**config.mk**
```make
export PLATFORM = sky130hd
export DESIGN_NAME = decode_stage
export DESIGN_NICKNAME = d
export VERILOG_FILES = /design/src/rtl/riscv_pkg.sv /design/src/rtl/decode_stage_reg_file.sv /design/src/rtl/decode_stage.sv
export SDC_FILE = /design/constraint.sdc
export NUM_CORES = 2
export LEC_CHECK = 0
export ABC_AREA = 1
export BUFFER_PORTS_ARGS = -buffer_cell sky130_fd_sc_hd__buf_2
export CAP_MARGIN = 20
export CORE_AREA = 2 2 349 420
export CTS_CLUSTER_SIZE = 40
export DETAILED_ROUTE_END_ITERATION = 8
export DIE_AREA = 0 0 351 422
export SYNTH_ARGS = -nofsm -noshare
export SYNTH_HDL_FRONTEND = slang
export SYNTH_HIERARCHICAL = 1
export SYNTH_SLANG_ARGS = --single-unit
```
**constraint.sdc**
```tcl
create_clock -name clk -period 1.7 [get_ports clk]
set_input_delay 0.17 -clock clk [delete_from_list [all_inputs] [get_ports clk]]
set_output_delay 0.17 -clock clk [all_outputs]
set_load 0.02 [all_outputs]
```
**src/rtl/riscv_pkg.sv**
```systemverilog
// riscv_pkg: opcodes, control encodings and the decoded-control bundle for the decode stage
package riscv_pkg;
   localparam logic [6:0] OP_LOAD   = 7'b0000011;
   localparam logic [6:0] OP_STORE  = 7'b0100011;
   localparam logic [6:0] OP_RTYPE  = 7'b0110011;
   localparam logic [6:0] OP_IALU   = 7'b0010011;
   localparam logic [6:0] OP_BRANCH = 7'b1100011;
   localparam logic [6:0] OP_JAL    = 7'b1101111;
   typedef enum logic [2:0] {
      ALU_ADD = 3'b000,
      ALU_SUB = 3'b001,
      ALU_AND = 3'b010,
      ALU_OR  = 3'b011,
      ALU_SLT = 3'b101
   } alu_ctrl_t;
   typedef enum logic [1:0] {
      RES_ALU = 2'b00,
      RES_MEM = 2'b01,
      RES_PC4 = 2'b10
   } result_src_t;
   typedef enum logic [1:0] {
      IMM_I = 2'b00,
      IMM_S = 2'b01,
      IMM_B = 2'b10,
      IMM_J = 2'b11
   } imm_src_t;
   typedef struct packed {
      logic        reg_write;
      logic        mem_write;
      logic        jump;
      logic        branch;
      logic        alu_src;
      result_src_t result_src;
      alu_ctrl_t   alu_ctrl;
   } ctrl_t;
endpackage

```
**src/rtl/decode_stage_reg_file.sv**
```systemverilog
// reg_file: 32x32 register file, falling-edge write, write-before-read bypass, async active-low clear
module reg_file #(
   parameter int XLEN  = 32,
   parameter int NREGS = 32,
   localparam int AW   = $clog2(NREGS)
) (
   input  logic            clk,
   input  logic            reset,
   input  logic            we,
   input  logic [AW-1:0]   wa,
   input  logic [AW-1:0]   ra1,
   input  logic [AW-1:0]   ra2,
   input  logic [XLEN-1:0] wd,
   output logic [XLEN-1:0] rd1,
   output logic [XLEN-1:0] rd2
);
   logic [XLEN-1:0] regs_q [NREGS];
   always_ff @(negedge clk or negedge reset)
      if (!reset)
         for (int i = 0; i < NREGS; i++) regs_q[i] <= '0;
      else if (we && wa != '0)
         regs_q[wa] <= wd;
   // the bypass keeps a same-cycle writeback visible regardless of where in the cycle it lands
   assign rd1 = ra1 == '0 ? '0 : (we && wa == ra1) ? wd : regs_q[ra1];
   assign rd2 = ra2 == '0 ? '0 : (we && wa == ra2) ? wd : regs_q[ra2];
endmodule

```
**src/rtl/decode_stage.sv**
```systemverilog
// decode_stage: RV32I decode + register file + ID/EX register; DECODE_ILLEGAL_EN adds IllegalE
module decode_stage
   import riscv_pkg::*;
#(
   parameter int XLEN  = 32,
   parameter int NREGS = 32
) (
   input  logic            clk,
   input  logic            reset,
   input  logic [XLEN-1:0] InstrD,
   input  logic [XLEN-1:0] PCD,
   input  logic [XLEN-1:0] PCPlus4D,
   input  logic            RegWriteW,
   input  logic [4:0]      RdW,
   input  logic [XLEN-1:0] ResultW,
   input  logic            FlushE,
   output logic [4:0]      Rs1D,
   output logic [4:0]      Rs2D,
   output logic            RegWriteE,
   output logic            MemWriteE,
   output logic            JumpE,
   output logic            BranchE,
   output logic            ALUSrcE,
   output logic [1:0]      ResultSrcE,
   output logic [2:0]      ALUControlE,
   output logic [XLEN-1:0] RD1E,
   output logic [XLEN-1:0] RD2E,
   output logic [XLEN-1:0] ImmExtE,
   output logic [XLEN-1:0] PCE,
   output logic [XLEN-1:0] PCPlus4E,
   output logic [4:0]      RdE,
   output logic [4:0]      Rs1E,
   output logic [4:0]      Rs2E
`ifdef DECODE_ILLEGAL_EN
   ,output logic           IllegalE
`endif
);
   typedef struct packed {
      ctrl_t           ctrl;
      logic [XLEN-1:0] rd1, rd2, imm, pc, pc4;
      logic [4:0]      rd, rs1, rs2;
`ifdef DECODE_ILLEGAL_EN
      logic            illegal;
`endif
   } idex_t;
   idex_t           idex_d, idex_q;
   ctrl_t           ctrl;
   imm_src_t        imm_src;
   alu_ctrl_t       alu_fn;
   logic            has_imm, legal, fn_ok;
   logic [XLEN-1:0] imm, rf_rd1, rf_rd2;
   logic [6:0]      op;
   logic [2:0]      f3;
   assign op   = InstrD[6:0];
   assign f3   = InstrD[14:12];
   assign Rs1D = InstrD[19:15];
   assign Rs2D = InstrD[24:20];
   reg_file #(.XLEN(XLEN), .NREGS(NREGS)) u_rf (
      .clk(clk), .reset(reset), .we(RegWriteW), .wa(RdW), .ra1(Rs1D), .ra2(Rs2D),
      .wd(ResultW), .rd1(rf_rd1), .rd2(rf_rd2)
   );
   // only R-type honours funct7[5]; addi with that bit set still adds
   assign fn_ok  = f3 == 3'b000 || f3 == 3'b010 || f3 == 3'b110 || f3 == 3'b111;
   assign alu_fn = f3 == 3'b000 ? ((op == OP_RTYPE && InstrD[30]) ? ALU_SUB : ALU_ADD) :
                   f3 == 3'b010 ? ALU_SLT :
                   f3 == 3'b110 ? ALU_OR  :
                   f3 == 3'b111 ? ALU_AND : ALU_ADD;
   always_comb begin
      ctrl    = '0;
      imm_src = IMM_I;
      has_imm = 1'b1;
      legal   = 1'b1;
      case (op)
         OP_LOAD: begin
            ctrl.reg_write  = 1'b1;
            ctrl.alu_src    = 1'b1;
            ctrl.result_src = RES_MEM;
         end
         OP_STORE: begin
            ctrl.mem_write = 1'b1;
            ctrl.alu_src   = 1'b1;
            imm_src        = IMM_S;
         end
         OP_RTYPE: begin
            ctrl.reg_write = 1'b1;
            ctrl.alu_ctrl  = alu_fn;
            has_imm        = 1'b0;
            legal          = fn_ok;
         end
         OP_IALU: begin
            ctrl.reg_write = 1'b1;
            ctrl.alu_src   = 1'b1;
            ctrl.alu_ctrl  = alu_fn;
            legal          = fn_ok;
         end
         OP_BRANCH: begin
            ctrl.branch   = 1'b1;
            ctrl.alu_ctrl = ALU_SUB;
            imm_src       = IMM_B;
         end
         OP_JAL: begin
            ctrl.reg_write  = 1'b1;
            ctrl.jump       = 1'b1;
            ctrl.result_src = RES_PC4;
            imm_src         = IMM_J;
         end
         default: begin
            has_imm = 1'b0;
            legal   = 1'b0;
         end
      endcase
   end
   assign imm = !has_imm        ? '0 :
                imm_src == IMM_I ? {{(XLEN-12){InstrD[31]}}, InstrD[31:20]} :
                imm_src == IMM_S ? {{(XLEN-12){InstrD[31]}}, InstrD[31:25], InstrD[11:7]} :
                imm_src == IMM_B ? {{(XLEN-12){InstrD[31]}}, InstrD[7], InstrD[30:25], InstrD[11:8], 1'b0} :
                                   {{(XLEN-20){InstrD[31]}}, InstrD[19:12], InstrD[20], InstrD[30:21], 1'b0};
   always_comb begin
      idex_d      = '0;
      idex_d.ctrl = ctrl;
      idex_d.rd1  = rf_rd1;
      idex_d.rd2  = rf_rd2;
      idex_d.imm  = imm;
      idex_d.pc   = PCD;
      idex_d.pc4  = PCPlus4D;
      idex_d.rd   = InstrD[11:7];
      idex_d.rs1  = Rs1D;
      idex_d.rs2  = Rs2D;
`ifdef DECODE_ILLEGAL_EN
      idex_d.illegal = !legal;
`endif
      if (FlushE) idex_d = '0;
   end
   always_ff @(posedge clk or negedge reset)
      if (!reset) idex_q <= '0;
      else        idex_q <= idex_d;
   assign RegWriteE   = idex_q.ctrl.reg_write;
   assign MemWriteE   = idex_q.ctrl.mem_write;
   assign JumpE       = idex_q.ctrl.jump;
   assign BranchE     = idex_q.ctrl.branch;
   assign ALUSrcE     = idex_q.ctrl.alu_src;
   assign ResultSrcE  = idex_q.ctrl.result_src;
   assign ALUControlE = idex_q.ctrl.alu_ctrl;
   assign RD1E        = idex_q.rd1;
   assign RD2E        = idex_q.rd2;
   assign ImmExtE     = idex_q.imm;
   assign PCE         = idex_q.pc;
   assign PCPlus4E    = idex_q.pc4;
   assign RdE         = idex_q.rd;
   assign Rs1E        = idex_q.rs1;
   assign Rs2E        = idex_q.rs2;
`ifdef DECODE_ILLEGAL_EN
   assign IllegalE    = idex_q.illegal;
`else
   wire unused_legal = legal;
`endif
endmodule

```
==> results.sh <==
export IMPL_crit_type="flop to flop"
export IMPL_synth_simple_gate_area_share_pct=28.2
export IMPL_clock_path_buffers=3
export IMPL_yosysWarnings=6
export IMPL_numCtsBuffers=136
export IMPL_coreArea_mm2=0.144
export IMPL_ir_drop_mv=1.13
export IMPL_cts_sinks=1197
export IMPL_post_route_drc_count=0
export IMPL_routabilityCongestion=0.948
export IMPL_antenna_left=0
export IMPL_min_path_type="primary input to flop"
export IMPL_dr_pass1_iters=8
export IMPL_switchingPower_w=0.0284
export IMPL_startpoint_type="flop"
export IMPL_reg2reg_to="RD1E[5]"
export IMPL_leakage_nw=44.0
export IMPL_die_w_um=351
export IMPL_required_ns=2.43
export IMPL_hold_violations=0
export IMPL_place_area_mm2=0.0773
export IMPL_start_util_pct=44.8
export IMPL_clkPwrFrac_pct=33.5
export IMPL_synth_compound_gate_area_share_pct=15.3
export IMPL_min_from="ResultW[4]"
export IMPL_p_comb_share_pct=25.0
export IMPL_async_reset_ff_share_pct=100
export IMPL_rows=153
export IMPL_vias=70138
export IMPL_cap_violations=0
export IMPL_power_w=0.0892
export IMPL_wl_per_cell_um=23.8
export IMPL_port_buffers=331
export IMPL_setup_tns_final_ns=-33.98
export IMPL_cts_tree="built"
export IMPL_avgViaCountPerCell=5.74
export IMPL_syn_area_per_cell_um2=7.10
export IMPL_htree_num_levels=4
export IMPL_intPower_w=0.0608
export IMPL_grt_pass1_vias=66031
export IMPL_slew_headroom_pct=56.4
export IMPL_synth_top_family_by_area="simple AND/OR/NAND/NOR gates"
export IMPL_setup_viol=192
export IMPL_grt_overflow=0
export IMPL_powerDensity_mw_per_mm2=1010
export IMPL_tightest_slew_ns=0.654
export IMPL_cp_arrival_ns=3.10
export IMPL_pin_count=332
export IMPL_drive_gt1_share_pct=24.2
export IMPL_r2r_slack_ns=-0.67
export IMPL_grt_pass1_wl_mm=410
export IMPL_status="complete, but fails checks"
export IMPL_worst_setup_path_end_kind="flop"
export IMPL_dp_hpwl_mm=177
export IMPL_skew_ns=0.0938
export IMPL_endpoint="RD1E[5]"
export IMPL_syn_inst=9082
export IMPL_ys_ff_latch=1197
export IMPL_swShare_pct=31.9
export IMPL_rsz0062_at_grt="yes"
export IMPL_cts_clk_slew_worst_paths_ns=0.06
export IMPL_die_area_mm2=0.148
export IMPL_antenna_found_initial=8
export IMPL_worstPathMaxFanout=2
export IMPL_synth_fa_ha_area_share_pct=0
export IMPL_clk_latency_ns=0.81
export IMPL_drt_wl_total_mm=290
export IMPL_reg2reg_depth=13
export IMPL_synth_edff_count=0
export IMPL_synthMuxAreaShare_pct=0
export IMPL_crit_start="u_rf/regs_q[197]"
export IMPL_root_buffer="clkbuf_16"
export IMPL_nets=10306
export IMPL_area_growth_pct=36.4
export IMPL_postLayoutCoreUtil_pct=61.1
export IMPL_grt_max_degree=113
export IMPL_rr_startpoint="u_rf/regs_q[197]"
export IMPL_fp_dieH_um=422
export IMPL_p_seq_share_pct=41.6
export IMPL_fin_area_mm2=0.0880
export IMPL_first_iter_violations=8581
export IMPL_grtUsageTotal_pct=36.5
export IMPL_slew_viol_final=0
export IMPL_yosysUniqueCellTypes=32
export IMPL_ys_seq_area_share_pct=46.4
export IMPL_violations="negative setup slack"
export IMPL_synthesis_nets=9219
export IMPL_ys_flop_type="dfrtn_1"
export IMPL_synthesis_area_mm2=0.0645
export IMPL_postLayoutSetupSlackWorst_ns=-0.674
export IMPL_synth_xor_area_share_pct=0.0271
[routing by layer]
| layer | vias up | share of wire [%] | wire length [µm] | global-route usage [%] |
|---|---|---|---|---|
| li1 | 31396 | - | - | - |
| met5 | - | 0.017 | 49 | 0 |
| met4 | 8 | 6.8 | 19700 | 20.8 |
| met2 | 4315 | 44 | 129000 | 56.8 |
| met3 | 981 | 11 | 30500 | 7.91 |
| met1 | 33438 | 38 | 112000 | 47.0 |
[cells in the final DEF (no fill, tap or decap), types with 41 or more instances in the layout]
cell type,instances
clkbuf_16,173
nand3_2,192
clkbuf_1,41
a21oi_2,149
buf_2,300
a21oi_1,144
o21ai_2,43
o211ai_1,195
nand3_1,909
dlygate4sd3_1,171
buf_12,294
dfrtn_1,1024
nor2_1,444
nand2_1,2589
dfrtp_1,169
inv_1,753
o21ai_1,452
o21ai_0,878
buf_4,869
nand2_2,97
inv_2,89
[layout make-up]
type | count | area (µm²)
Antenna cell | 6 | 15.0
Clock buffer | 203 | 3990
Clock inverter | 42 | 413
Fill cell | 12771 | 56100
Inverter | 856 | 3260
Multi-Input combinational cell | 6255 | 30700
Sequential cell | 1197 | 30000
Tap cell | 1937 | 2420
Timing Repair Buffer | 1723 | 17200
[registers in the layout (all words and copies together) (netlist names)]
signal	flops
ImmExtE	21
RD2E	32
BranchE	1
ALUSrcE	1
u_rf/regs_q	1024
PCE	32
PCPlus4E	32
RdE	5
JumpE	1
MemWriteE	1
Rs1E	5
RD1E	32
ALUControlE	3
Rs2E	5
ResultSrcE	1
RegWriteE	1
[synthesized netlist by cell type (5+ instances only)]
cell type / count / share of area (%)
a21oi_1: 300 / 2.3
buf_1: 54 / 0.31
buf_2: 180 / 1.4
buf_4: 35 / 0.41
clkbuf_1: 502 / 2.9
dfrtn_1: 1024 / 40
dfrtp_1: 173 / 6.7
inv_1: 842 / 4.9
inv_2: 11 / 0.064
nand2_1: 2705 / 16
nand2_2: 24 / 0.23
nand3_1: 1105 / 8.6
nor2_1: 460 / 2.7
nor2_4: 5 / 0.087
nor3_2: 8 / 0.12
o211ai_1: 195 / 2.3
o21ai_0: 1288 / 10
o21ai_1: 85 / 0.66
o22ai_1: 5 / 0.048
or2_2: 56 / 0.54
[power by group through the flow]
stage	Sequential (W)	Combinational (W)	Clock (W)
floorplan	0.0367	0.0108	0
global placement	0.0370	0.0189	0
detailed placement	0.0372	0.0193	0
CTS	0.0368	0.0206	0.0302
global route	0.0376	0.0246	0.0313
finish	0.0371	0.0223	0.0299
[stage by stage]
stage	setup WS (ns)	hold slack, ns	instances
floorplan	-0.543	-0.126	9082
global placement	-0.836	0.324	11630
detailed placement	-0.865	0.325	11630
CTS	-0.667	0.00931	12098
global route	-0.747	0.0757	12213
finish	-0.674	0.0551	12219
[how the worst min path moves through the flow]
stage                     slack [ns]                 to  cells past startpoint
after floorplan                -0.13     ALUControlE[0]                      0
after global placement          0.32  u_rf/regs_q[1019]                      0
after detailed placement        0.33  u_rf/regs_q[1005]                      0
after CTS                      0.009            RD1E[4]                      6
after global routing            0.08            RD2E[6]                      6
final                           0.06            RD1E[4]                      6
[what timing repair did]
action                     in CTS  in global routing
setup endpoints to repair     168                653
hold buffers                  175                  0
cloned                          4                 31
setup buffers                  56                 92
hold endpoints to repair      326                  0
resized for setup             473                522
pin swaps                     277                280
[worst max-delay path, cell delays in order (launching register included)]
cell and delay, ns:
dfrtn_1 0.44, inv_2 0.05, nand2_1 0.06, nand3_1 0.08
nand3_1 0.08, nand2_1 0.06, nand2_1 0.06, nand2_1 0.06
nand2_1 0.07, nand2_2 0.08, a21oi_2 0.19, buf_4 0.16
inv_2 0.04, nor2_1 0.07
[kinds of logic (layout without fill, tap and decap cells)]
logic type                count (synthesis)  count (layout)
other                                     0               6
AOI/OAI and AO/OA                      1873            1873
buffers and inverters                  1630            2824
and+or+nand+nor                        4380            4380
DFF                                    1197            1197
xor gates and xnor gates                  2               2
Note: power is estimated with default switching activity, not from simulation.
